`config.mk`:
```
export PLATFORM = sky130hd
export DESIGN_NAME = my_buffer_command_unit
export DESIGN_NICKNAME = d
export VERILOG_FILES = /design/src/rtl/my_buffer_command_unit_pkg.sv /design/src/rtl/my_debouncer.sv /design/src/rtl/my_buffer_command_unit.sv
export SDC_FILE = /design/constraint.sdc
export NUM_CORES = 1
export LEC_CHECK = 0
export BUFFER_PORTS_ARGS = -buffer_cell sky130_fd_sc_hd__buf_2
export CAP_MARGIN = 15
export CORE_ASPECT_RATIO = 1.2
export CORE_UTILIZATION = 40
export CTS_BUF_LIST = sky130_fd_sc_hd__clkbuf_8
export CTS_CLUSTER_DIAMETER = 60
export DETAILED_ROUTE_END_ITERATION = 8
export GPL_TIMING_DRIVEN = 0
export SYNTH_ARGS = -nofsm -noshare
export SYNTH_HDL_FRONTEND = slang
export SYNTH_SLANG_ARGS = --single-unit
```
`constraint.sdc`:
```
create_clock -name clk -period 6 [get_ports clk]
set_input_delay 1.2 -clock clk [delete_from_list [all_inputs] [get_ports clk]]
set_output_delay 1.2 -clock clk [all_outputs]
set_load 0.02 [all_outputs]
```
`src/rtl/my_buffer_command_unit_pkg.sv`:
```
// Shared command codes, button indices and FSM states for the buffer command unit.
// The CTRL_* codes match the associative buffer's command decoder.
package my_buffer_command_unit_pkg;

    localparam int MY_ASSOCIATIVE_BUFFER_CTRL_WIDTH = 3;

    localparam logic [2:0] CTRL_NOP  = 3'd0;
    localparam logic [2:0] CTRL_CLR  = 3'd1;
    localparam logic [2:0] CTRL_LOAD = 3'd2;
    localparam logic [2:0] CTRL_INCR = 3'd3;
    localparam logic [2:0] CTRL_DECR = 3'd4;

    localparam int NUM_BUTTONS = 4;
    localparam int BTN_LOAD    = 0;
    localparam int BTN_INCR    = 1;
    localparam int BTN_DECR    = 2;
    localparam int BTN_DISPLAY = 3;

    typedef enum logic [1:0] {
        ST_IDLE         = 2'd0,
        ST_ISSUE        = 2'd1,
        ST_WAIT_RELEASE = 2'd2
    } state_t;

    // Lowest-index press wins; DISPLAY alone maps to NOP because it only pulses trigger_display.
    function automatic logic [2:0] command_for_press(input logic [NUM_BUTTONS-1:0] press);
        if (press[BTN_LOAD]) begin
            return CTRL_LOAD;
        end else if (press[BTN_INCR]) begin
            return CTRL_INCR;
        end else if (press[BTN_DECR]) begin
            return CTRL_DECR;
        end else begin
            return CTRL_NOP;
        end
    endfunction

endpackage

```
`src/rtl/my_debouncer.sv`:
```
// One active-low button: 2-FF synchroniser, stability counter and debounced level.
// press_pulse is a single-cycle flag registered together with a released-to-pressed flip.
module my_debouncer #(
    parameter int DEBOUNCE_TICKS = 500_000,
    parameter int CNT_WIDTH      = 20
) (
    input  logic clk,
    input  logic rst,
    input  logic button_n,
    output logic level,
    output logic press_pulse
);

    localparam logic [CNT_WIDTH-1:0] LAST_TICK = CNT_WIDTH'(DEBOUNCE_TICKS - 1);

    logic                 sync_meta;
    logic                 sync_level;
    logic [CNT_WIDTH-1:0] stable_cnt;

    always_ff @(posedge clk or negedge rst) begin
        if (!rst) begin
            sync_meta  <= 1'b1;
            sync_level <= 1'b1;
        end else begin
            sync_meta  <= button_n;
            sync_level <= sync_meta;
        end
    end

    // Any bounce back to the accepted level restarts the count, so only a clean run flips it.
    always_ff @(posedge clk or negedge rst) begin
        if (!rst) begin
            stable_cnt  <= '0;
            level       <= 1'b1;
            press_pulse <= 1'b0;
        end else begin
            press_pulse <= 1'b0;
            if (sync_level == level) begin
                stable_cnt <= '0;
            end else if (stable_cnt == LAST_TICK) begin
                stable_cnt  <= '0;
                level       <= sync_level;
                press_pulse <= ~sync_level;
            end else begin
                stable_cnt <= stable_cnt + CNT_WIDTH'(1);
            end
        end
    end

endmodule

```
`src/rtl/my_buffer_command_unit.sv`:
```
// Turns raw DE0 buttons and switches into single-cycle associative-buffer commands,
// holding key/data steady from the command cycle until every button is released.
module my_buffer_command_unit
    import my_buffer_command_unit_pkg::*;
#(
    parameter int CTRL_WIDTH     = MY_ASSOCIATIVE_BUFFER_CTRL_WIDTH,
    parameter int KEY_WIDTH      = 8,
    parameter int DATA_WIDTH     = 8,
    parameter int DEBOUNCE_TICKS = 500_000,
    parameter int CNT_WIDTH      = 20
) (
    input  logic                  clk,
    input  logic                  rst,
    input  logic [3:0]            buttons_n,
    input  logic [KEY_WIDTH-1:0]  key_switches,
    input  logic [DATA_WIDTH-1:0] data_switches,
    output logic [CTRL_WIDTH-1:0] ctrl,
    output logic [KEY_WIDTH-1:0]  key_output,
    output logic [DATA_WIDTH-1:0] data_output,
    output logic                  trigger_display,
    output logic                  busy
);

    logic [NUM_BUTTONS-1:0] levels;
    logic [NUM_BUTTONS-1:0] press;
    logic [KEY_WIDTH-1:0]   key_meta;
    logic [KEY_WIDTH-1:0]   key_sync;
    logic [DATA_WIDTH-1:0]  data_meta;
    logic [DATA_WIDTH-1:0]  data_sync;

    state_t                 state;
    state_t                 state_next;
    logic [CTRL_WIDTH-1:0]  ctrl_next;
    logic                   trigger_next;
    logic                   load_fields;
    logic [2:0]             press_cmd;

    for (genvar b = 0; b < NUM_BUTTONS; b++) begin : g_button
        my_debouncer #(
            .DEBOUNCE_TICKS (DEBOUNCE_TICKS),
            .CNT_WIDTH      (CNT_WIDTH)
        ) u_debouncer (
            .clk         (clk),
            .rst         (rst),
            .button_n    (buttons_n[b]),
            .level       (levels[b]),
            .press_pulse (press[b])
        );
    end

    // Switches are only synchronised; they feed a live lookup so bounce is harmless.
    always_ff @(posedge clk or negedge rst) begin
        if (!rst) begin
            key_meta  <= '0;
            key_sync  <= '0;
            data_meta <= '0;
            data_sync <= '0;
        end else begin
            key_meta  <= key_switches;
            key_sync  <= key_meta;
            data_meta <= data_switches;
            data_sync <= data_meta;
        end
    end

    always_ff @(posedge clk or negedge rst) begin
        if (!rst) begin
            state <= ST_IDLE;
        end else begin
            state <= state_next;
        end
    end

    always_comb begin
        state_next   = state;
        ctrl_next    = CTRL_WIDTH'(CTRL_NOP);
        trigger_next = 1'b0;
        load_fields  = 1'b0;
        press_cmd    = command_for_press(press);
        case (state)
            ST_IDLE: begin
                if (|press) begin
                    state_next = ST_ISSUE;
                    if (press_cmd == CTRL_NOP) begin
                        trigger_next = 1'b1;
                    end else begin
                        ctrl_next = CTRL_WIDTH'(press_cmd);
                    end
                end else begin
                    load_fields = 1'b1;
                end
            end
            ST_ISSUE: begin
                state_next = ST_WAIT_RELEASE;
            end
            ST_WAIT_RELEASE: begin
                if (&levels) begin
                    state_next = ST_IDLE;
                end
            end
            default: begin
                state_next = ST_IDLE;
            end
        endcase
    end

    // Outputs are registered from next-state values so ctrl lines up with the ISSUE cycle.
    always_ff @(posedge clk or negedge rst) begin
        if (!rst) begin
            ctrl            <= CTRL_WIDTH'(CTRL_NOP);
            trigger_display <= 1'b0;
            busy            <= 1'b0;
            key_output      <= '0;
            data_output     <= '0;
        end else begin
            ctrl            <= ctrl_next;
            trigger_display <= trigger_next;
            busy            <= (state_next != ST_IDLE);
            if (load_fields) begin
                key_output  <= key_sync;
                data_output <= data_sync;
            end
        end
    end

endmodule

```
Word-level counts from Yosys, hierarchy flattened
Cells that the tools add are included.
W data, S select, Z words.
Storage, ports and cells
  bits in registers: 151
  output and inout bits: 21
  word-level logic and storage cells: 91
  input bits: 22
Cells by class
  muxes and demuxes: 30
  $add $sub $neg: 4
  equal/unequal tests: 10
  bitwise gates (word level): 8
  reduce and logical (&&, ||, !) cells: 9
Operators with widths (count)
  $mux W20: 8
  $add A20 B1 Y20 const B: 4
  $eq A20 B19 Y1 const B: 4
  $mux W3: 6
  $mux W1: 13
  $not A1 Y1: 8
  $reduce_and A2 Y1: 4
  $pmux W2 S3: 1
  $eq A1 B1 Y1: 4
  $mux W2: 2
  $reduce_and A4 Y1: 1
  $reduce_or A4 Y1: 1
  $logic_not A3 Y1: 1
  $eq A2 B1 Y1 const B: 1
  $eq A2 B2 Y1 const B: 1
  $logic_not A2 Y1: 1
  $reduce_bool A2 Y1: 1

Depth between registers and ports, before layout
Gate-level depths: netlist of the first run.
  depth after elaboration: 7
  gate-level depth with buffers: 7
  mapped depth without buffers: 5

Modules after synthesis
From an unflattened synthesis of the first run, not the netlist that was laid out.
Second synthesis, totals
  cell total of the unflattened synthesis: 537
  area, all modules: 6492.5 um2
Modules (own cells, without submodules)
  my_debouncer: cells each 113, area each 1197.4 um2, sequential area each 604.3 um2, times used 4
  my_buffer_command_unit: cells each 85, area each 1702.9 um2, sequential area each 1376.3 um2, times used 1

Worst setup path after synthesis of the first run
OpenSTA, ideal clock, no wires.
  path type: reg2reg
  start point: register g_button[0].u_debouncer.stable_cnt[0]
  end point: register g_button[0].u_debouncer.stable_cnt[18]
  clock period less this slack: 1934 ps
  arrival time: 1856 ps
  cell stages (with the launch flop): 6
  required time: 5922 ps
  path buffers: 0
  setup slack: 4066 ps
  setup time: 78 ps
  path through: dfrtp_1 ha_1 nand4_1 or4_4 or4_1 a21oi_1
On the way
  cells in the longest elaborated chain, start to end: 3
  elaborated cells on any way between the ends: 4
  classes of those cells: add/sub (1); eq/ne (1); mux (2)
Ends and longest elaborated chain
  from (decl): line my_debouncer.sv:18  | logic [CNT_WIDTH-1:0] stable_cnt;
  from (signal assigned): line my_debouncer.sv:45  | stable_cnt <= stable_cnt + CNT_WIDTH'(1);
  $add A20 B1 Y20 or $eq A20 B19 Y1 (tied branches): line my_debouncer.sv:45, my_debouncer.sv:40
  $mux W20 *: line my_debouncer.sv:40  | end else if (stable_cnt == LAST_TICK) begin
  $mux W20 *: line my_debouncer.sv:38  | if (sync_level == level) begin
Mark *: on every way between the ends. The rest lies on a longest branch, timed or not.
A chain may end at the register's enable or synchronous reset.

Worst setup path in the final report of the first run
  start point: register g_button[1].u_debouncer.stable_cnt[0]
  end point: register g_button[1].u_debouncer.stable_cnt[14]
On the way
  cells in the longest elaborated chain, start to end: 3
  elaborated cells on any way between the ends: 4
  classes of those cells: add/sub (1); eq/ne (1); mux (2)
Ends and longest elaborated chain (line)
  from (decl): my_debouncer.sv:18
  from (signal assigned): my_debouncer.sv:45
  $add A20 B1 Y20 or $eq A20 B19 Y1 (tied branches): my_debouncer.sv:45, my_debouncer.sv:40
  $mux W20 *: my_debouncer.sv:40
  $mux W20 *: my_debouncer.sv:38
Marks and branches as above.

==> flow_metrics.env, run 1 <==
export IMPL_rsz0062_at_grt="no"
export IMPL_start_kind="flip-flop"
export IMPL_initial_core_util_pct=41.09
export IMPL_clk_pin_slew_ns=0.08
export IMPL_yosysUniqueCellTypes=39
export IMPL_yosysTopAreaCell="dfrtp_1"
export IMPL_grt_max_degree=79
export IMPL_layout_nets=619
export IMPL_relSlewSlack_pct=32.04
export IMPL_crit_required_ns=6.32
export IMPL_ys_async_sr_fraction_pct=100.0
export IMPL_path_class="reg2reg"
export IMPL_grt_usage_pct=15.29
export IMPL_r2r_end="g_button[1].u_debouncer.stable_cnt[14]"
export IMPL_ys_top_cells_by_area="dfrtp_1, dfstp_2, xnor2_1, mux2_2, nor2_1"
export IMPL_clock_path_buffers=2
export IMPL_die_area_um2=16000
export IMPL_grt_pass1_wl_um=19440
export IMPL_cts_made_buffers=17
export IMPL_synth_top_area_share_pct=56.13
export IMPL_syn_area_um2=6197
export IMPL_fin_skew_ns=0.01202
export IMPL_reg2reg_from="g_button[1].u_debouncer.stable_cnt[0]"
export IMPL_die_h_um=138.4
export IMPL_synth_seq_area_share_pct=61.22
export IMPL_tightestPinTransition_ns=1.011
export IMPL_cts_max_level=4
export IMPL_post_drt_via_cell_ratio=5.179
export IMPL_drc=0
export IMPL_maxSlewViolCount=0
export IMPL_place_gp_congestion=0.8022
export IMPL_hp_start="data_meta[5]"
export IMPL_cap_violations=0
export IMPL_area_growth_pct=14.88
export IMPL_ir_worst_vdd_mv=0.1402
export IMPL_ant_nets=0
export IMPL_hpwl_um=7635
export IMPL_synth_cells=531
export IMPL_coreArea_um2=15080
export IMPL_ios=43
export IMPL_io_buffers=42
export IMPL_wirelength_um=11190
export IMPL_syn_nets=557
export IMPL_post_place_ws_ns=3.575
export IMPL_globalRouteOverflowTotal=0
export IMPL_cts_tree="yes"
export IMPL_critPathMaxFanout=10
export IMPL_yosysWarnings=0
export IMPL_setup_viol=0
export IMPL_clock_sinks=151
export IMPL_synth_flop_cell="dfrtp_1"
export IMPL_antenna_found_initial=0
export IMPL_post_cts_resized=0
export IMPL_avgSynthCellArea_um2=11.67
export IMPL_drt_pre_antenna_iters=5
export IMPL_hold_buffers=0
export IMPL_whs_endpoint="data_sync[5]"
export IMPL_hold_class="reg2reg"
export IMPL_cp_arrival_ns=2.74
export IMPL_period_minus_slack_ns=2.422
export IMPL_cts_root_buf="clkbuf_8"
export IMPL_finalSetupTns_ns=0
export IMPL_drive_above_1_share_pct=19.97
export IMPL_antenna_cells=0
export IMPL_fmax_mhz=412.9
export IMPL_p_leak_nw=2.952
export IMPL_yosys_register_bits=151
export IMPL_ff2ff_path_depth=5
export IMPL_fp_dieW_um=115.6
export IMPL_hold_depth=0
export IMPL_cts_setup_buffers=0
export IMPL_cp_end_kind="flip-flop"
export IMPL_insertion_delay_ns=0.44
export IMPL_synth_edf_count=0
export IMPL_rows=49
export IMPL_setup_slack_ns=3.578
export IMPL_avgRoutedWirePerCell_um=13.81
export IMPL_dr_total_vias=4195
export IMPL_run_status="completed"
export IMPL_finalHoldViolations=0
export IMPL_regToRegSetupSlack_ns=3.58
export IMPL_drt_iter0_drc=216
export IMPL_power_density_nw_per_um2=273.7
export IMPL_grt_pass1_vias=4188
export IMPL_fin_crit_sh_pct=40.36
[cells by family (layout without fill, tap and decap cells)]
| group | after synthesis | count (layout) | synth area share [%] |
|---|---|---|---|
| muxes | 20 | 20 | 3.634 |
| xor gates and xnor gates | 55 | 55 | 7.773 |
| and+or+nand+nor | 223 | 223 | 20.11 |
| DFF | 151 | 151 | 61.22 |
| adders and majority gates | 4 | 4 | 0.8076 |
| buffers and inverters | 29 | 104 | 1.898 |
| AOI/OAI and AO/OA | 49 | 49 | 4.563 |
[synthesized netlist by cell type (14+ instances only)]
cell     number
xor2_1       22
xnor2_1      33
nand3_1      26
o21ai_0      14
nor4_1       17
nand4_1      26
nor2_1       59
inv_1        15
dfrtp_1     139
a21oi_1      22
nand2_1      19
or3_1        15
mux2_2       20
[placed cells by master, fill, tap and decap left out, types with 2 or more instances in the layout]
cell type,synthesis,routed
a21oi_1,22,22
and2_1,2,2
and3_1,9,9
and4_1,4,4
buf_2,4,45
bufinv_16,0,3
clkbuf_1,9,9
clkbuf_8,0,17
clkinv_2,0,3
clkinv_4,0,2
dfrtp_1,139,139
dfstp_2,12,12
ha_1,4,4
inv_1,15,15
inv_6,0,5
inv_8,0,2
mux2_2,20,20
nand2_1,19,19
nand2b_1,3,3
nand3_1,26,26
nand3_2,2,2
nand4_1,26,26
nor2_1,59,59
nor3_1,8,8
nor3b_1,4,4
nor4_1,17,17
nor4b_1,6,6
o21ai_0,14,14
o31ai_1,10,10
or2_2,3,3
or3_1,15,15
or4_1,13,13
xnor2_1,33,33
xor2_1,22,22
[power by group]
group | leakage (nW) | switching (mW) | internal (mW)
sequential | 1.95 | 0.0143 | 1.04
combinational | 0.786 | 0.0467 | 0.0235
clock | 0.219 | 0.397 | 0.422
[registers in the layout, indices dropped and copies added, names as in the netlist]
| register | cells |
|---|---|
| data_meta | 8 |
| ctrl | 3 |
| g_button.u_debouncer.sync_level | 4 |
| g_button.u_debouncer.stable_cnt | 80 |
| key_meta | 8 |
| data_output | 8 |
| busy | 1 |
| g_button.u_debouncer.sync_meta | 4 |
| trigger_display | 1 |
| key_output | 8 |
| state | 2 |
| g_button.u_debouncer.level | 4 |
| data_sync | 8 |
| g_button.u_debouncer.press_pulse | 4 |
| key_sync | 8 |
[worst max path at each step]
| stage | from | endpoint | slack [ns] | cells past startpoint |
|---|---|---|---|---|
| floorplan | g_button[0].u_debouncer.stable_cnt[0] | g_button[0].u_debouncer.stable_cnt[18] | 4.07 | 5 |
| global placement | rst | g_button[0].u_debouncer.stable_cnt[14] | 1.67 | 1 |
| detailed placement | g_button[1].u_debouncer.stable_cnt[0] | g_button[1].u_debouncer.stable_cnt[7] | 3.58 | 5 |
| CTS | g_button[1].u_debouncer.stable_cnt[0] | g_button[1].u_debouncer.stable_cnt[14] | 3.56 | 5 |
| global route | g_button[1].u_debouncer.stable_cnt[0] | g_button[1].u_debouncer.stable_cnt[14] | 3.38 | 5 |
| finish | g_button[1].u_debouncer.stable_cnt[0] | g_button[1].u_debouncer.stable_cnt[14] | 3.58 | 5 |
[worst max-delay path, stage by stage, from the launching register on]
cell and delay [ns]:
dfrtp_1 0.40, ha_1 0.22, nand4_1 0.29, o31ai_1 0.95
buf_2 0.36, nor2_1 0.08
[area by class of cell]
type / count / area (um2)
sequential: 151 / 3794
timing repair buffer: 43 / 244.0
clock inverter: 15 / 188.9
buffer: 14 / 61.31
tap: 204 / 255.2
multi-input combinational: 351 / 2286
inverter: 15 / 56.30
fill: 1402 / 7963
clock buffer: 17 / 234.0
[stage by stage]
| stage | std cells | instance area (um2) | power (mW) | utilization (%) | hold WS [ns] |
|---|---|---|---|---|---|
| 5_1_grt | 810 | 7119 | 2.034 | 47.20 | 0.3589 |
| 3_5_place_dp | 778 | 6696 | 1.152 | 44.40 | 0.3356 |
| 4_1_cts | 810 | 7119 | 1.981 | 47.20 | 0.3543 |
| 3_3_place_gp | 777 | 6663 | 1.146 | 44.18 | 0.3334 |
| 2_1_floorplan | 531 | 6197 | 1.106 | - | 0.3312 |
| 6_report | 810 | 7119 | 1.949 | 47.20 | 0.3517 |
[metal layers]
metal	vias to the layer above	track usage, %	wire length (um)
li1	2019	-	-
met1	2088	19.42	5080
met2	76	24.58	5571
met3	12	3.639	394
met4	0	6.950	143
met5	-	0	0
Note: power is estimated with default switching activity, not from simulation.
==> run 2: changes to the inputs <==
==> constraint.sdc (replaced) <==
create_clock -name clk -period 2.2 [get_ports clk]
set_input_delay 0.44 -clock clk [delete_from_list [all_inputs] [get_ports clk]]
set_output_delay 0.44 -clock clk [all_outputs]
set_load 0.02 [all_outputs]
==> run 2 against run 1 <==
  * Wire length is 0.91% higher
  * Sequential cell count stayed put
  * Cell area is 0.91% higher
  * Largest cell class unchanged
  * Largest power group unchanged
  * Combinational power grew to 2.8 times the previous value
  * Clock-buffer cell count stayed put
  * Die area stayed put
  * Clock power grew to 2.7 times the previous value
  * Global-route usage is 0.075 points higher
==> flow_metrics.env, run 2 (same netlist as run 1, synthesis figures left out) <==
export IMPL_worstSetupStartpoint="g_button[0].u_debouncer.stable_cnt[0]"
export IMPL_hold_class="in2async"
export IMPL_tightestPinTransition_ns=0.6958
export IMPL_critPathMaxFanout=4
export IMPL_pwr_share_clk_pct=42.0
export IMPL_grt_pass1_wl_um=19530
export IMPL_rows=49
export IMPL_multi_input_area_um2=2326
export IMPL_place_gp_congestion=0.8022
export IMPL_drt_pre_antenna_iters=4
export IMPL_wirelength_um=11290
export IMPL_switchingPower_mw=1.250
export IMPL_cts_tree="yes"
export IMPL_p_leak_nw=2.978
export IMPL_ir_worst_vdd_mv=0.3820
export IMPL_cts_made_buffers=17
export IMPL_clock_sinks=151
export IMPL_ant_nets=0
export IMPL_post_drt_via_cell_ratio=5.182
export IMPL_relSlewSlack_pct=53.61
export IMPL_crit_required_ns=2.56
export IMPL_internal_power_mw=4.067
export IMPL_dr_total_vias=4208
export IMPL_pwr_share_comb_pct=3.7
export IMPL_coreArea_um2=15080
export IMPL_cp_arrival_ns=2.47
export IMPL_finalSetupTns_ns=0
export IMPL_drive_above_1_share_pct=21.38
export IMPL_grt_max_degree=79
export IMPL_initial_core_util_pct=41.09
export IMPL_fin_crit_sh_pct=95.76
export IMPL_clk_pin_slew_ns=0.08
export IMPL_grt_pass1_vias=4192
export IMPL_fin_skew_ns=0.01177
export IMPL_die_h_um=138.4
export IMPL_globalRouteOverflowTotal=0
export IMPL_period_minus_slack_ns=2.107
export IMPL_antenna_cells=0
export IMPL_area_growth_pct=15.93
export IMPL_largest_reg_flops=80
export IMPL_clock_path_buffers=2
export IMPL_regArea_um2=3794
export IMPL_final_common_cell="dfrtp_1"
export IMPL_start_kind="flip-flop"
export IMPL_switching_share_pct=23.51
export IMPL_cts_max_level=4
export IMPL_maxSlewViolCount=0
export IMPL_hold_buffers=0
export IMPL_fmax_mhz=474.7
export IMPL_pwr_share_seq_pct=54.3
export IMPL_grt_usage_pct=15.37
export IMPL_path_class="reg2reg"
export IMPL_io_buffers=42
export IMPL_cts_root_buf="clkbuf_8"
export IMPL_finalHoldViolations=0
export IMPL_fp_dieW_um=115.6
export IMPL_layout_nets=621
export IMPL_ios=43
export IMPL_avgRoutedWirePerCell_um=13.91
export IMPL_drt_iter0_drc=231
export IMPL_die_area_um2=16000
export IMPL_hpwl_um=7635
export IMPL_antenna_found_initial=0
export IMPL_drc=0
export IMPL_ff2ff_path_depth=5
export IMPL_setup_viol=0
export IMPL_reg2reg_from="g_button[0].u_debouncer.stable_cnt[0]"
export IMPL_run_status="completed"
export IMPL_fin_total_pwr_mw=5.317
export IMPL_power_density_nw_per_um2=740.1
export IMPL_cap_violations=0
export IMPL_mostFrequentLayoutCells="dfrtp_1, nor2_1, buf_2, xnor2_1"
export IMPL_hold_ws_ns=0.02366
export IMPL_cp_end_kind="flip-flop"
export IMPL_fillers=1395
export IMPL_regMostFlops="g_button.u_debouncer.stable_cnt"
export IMPL_insertion_delay_ns=0.44
-- run 2: cell type report --
cell class | count | share of cell area, %
flip-flops and latches | 151 | 52.80
multi-input cells | 351 | 32.38
repair buffers | 47 | 3.814
well taps | 204 | 3.553
clock buffers | 17 | 3.257
clock inverters | 15 | 2.630
plain buffers | 12 | 0.7837
inverters | 15 | 0.7837
-- run 2: per-layer routing --
layer	vias up	track usage, %	wire length [um]
li1	2026	-	-
met3	11	3.639	336
met4	0	6.950	139
met2	66	24.61	5598
met5	-	0	0
met1	2105	19.62	5217
-- run 2: worst max-delay path, stage by stage, from the launching register on --
cell	delay [ns]
dfrtp_1	0.39
ha_1	0.24
nand4_1	0.21
or4_4	0.60
or4_1	0.41
a21oi_1	0.17
-- run 2: final timing paths --
kind                                                           to  slack [ns]
max                        g_button[0].u_debouncer.stable_cnt[18]        0.09
min in group clk                g_button[2].u_debouncer.sync_meta        0.08
max in group asynchronous       g_button[0].u_debouncer.sync_meta        1.34
max reg2reg                g_button[0].u_debouncer.stable_cnt[18]        0.09
min                                                   key_sync[6]        0.02
min reg2reg                                          data_sync[5]        0.35
-- run 2: timing repair --
item / CTS / global route
endpoints found under the setup margin: 40 / 44
resized for setup: 5 / 4
pin swaps: 0 / 2
setup buffers: 0 / 4
-- run 2: through the flow --
step	cells	util [%]	setup WS, ns	cell area [um2]
after global routing	812	47.64	-0.002263	7184
after global placement	777	44.18	-1.368	6663
after floorplan	531	-	0.2662	6197
final	812	47.64	0.09330	7184
after CTS	810	47.37	0.002403	7144
after detailed placement	778	44.40	-0.2247	6696
-- run 2: power groups by stage --
stage	Clock [mW]	Sequential (mW)	Combinational [mW]
detailed placement	0	2.94	0.199
CTS	2.31	2.89	0.201
global route	2.43	2.90	0.223
finish	2.23	2.89	0.195
global placement	0	2.94	0.186
floorplan	0	2.95	0.0637
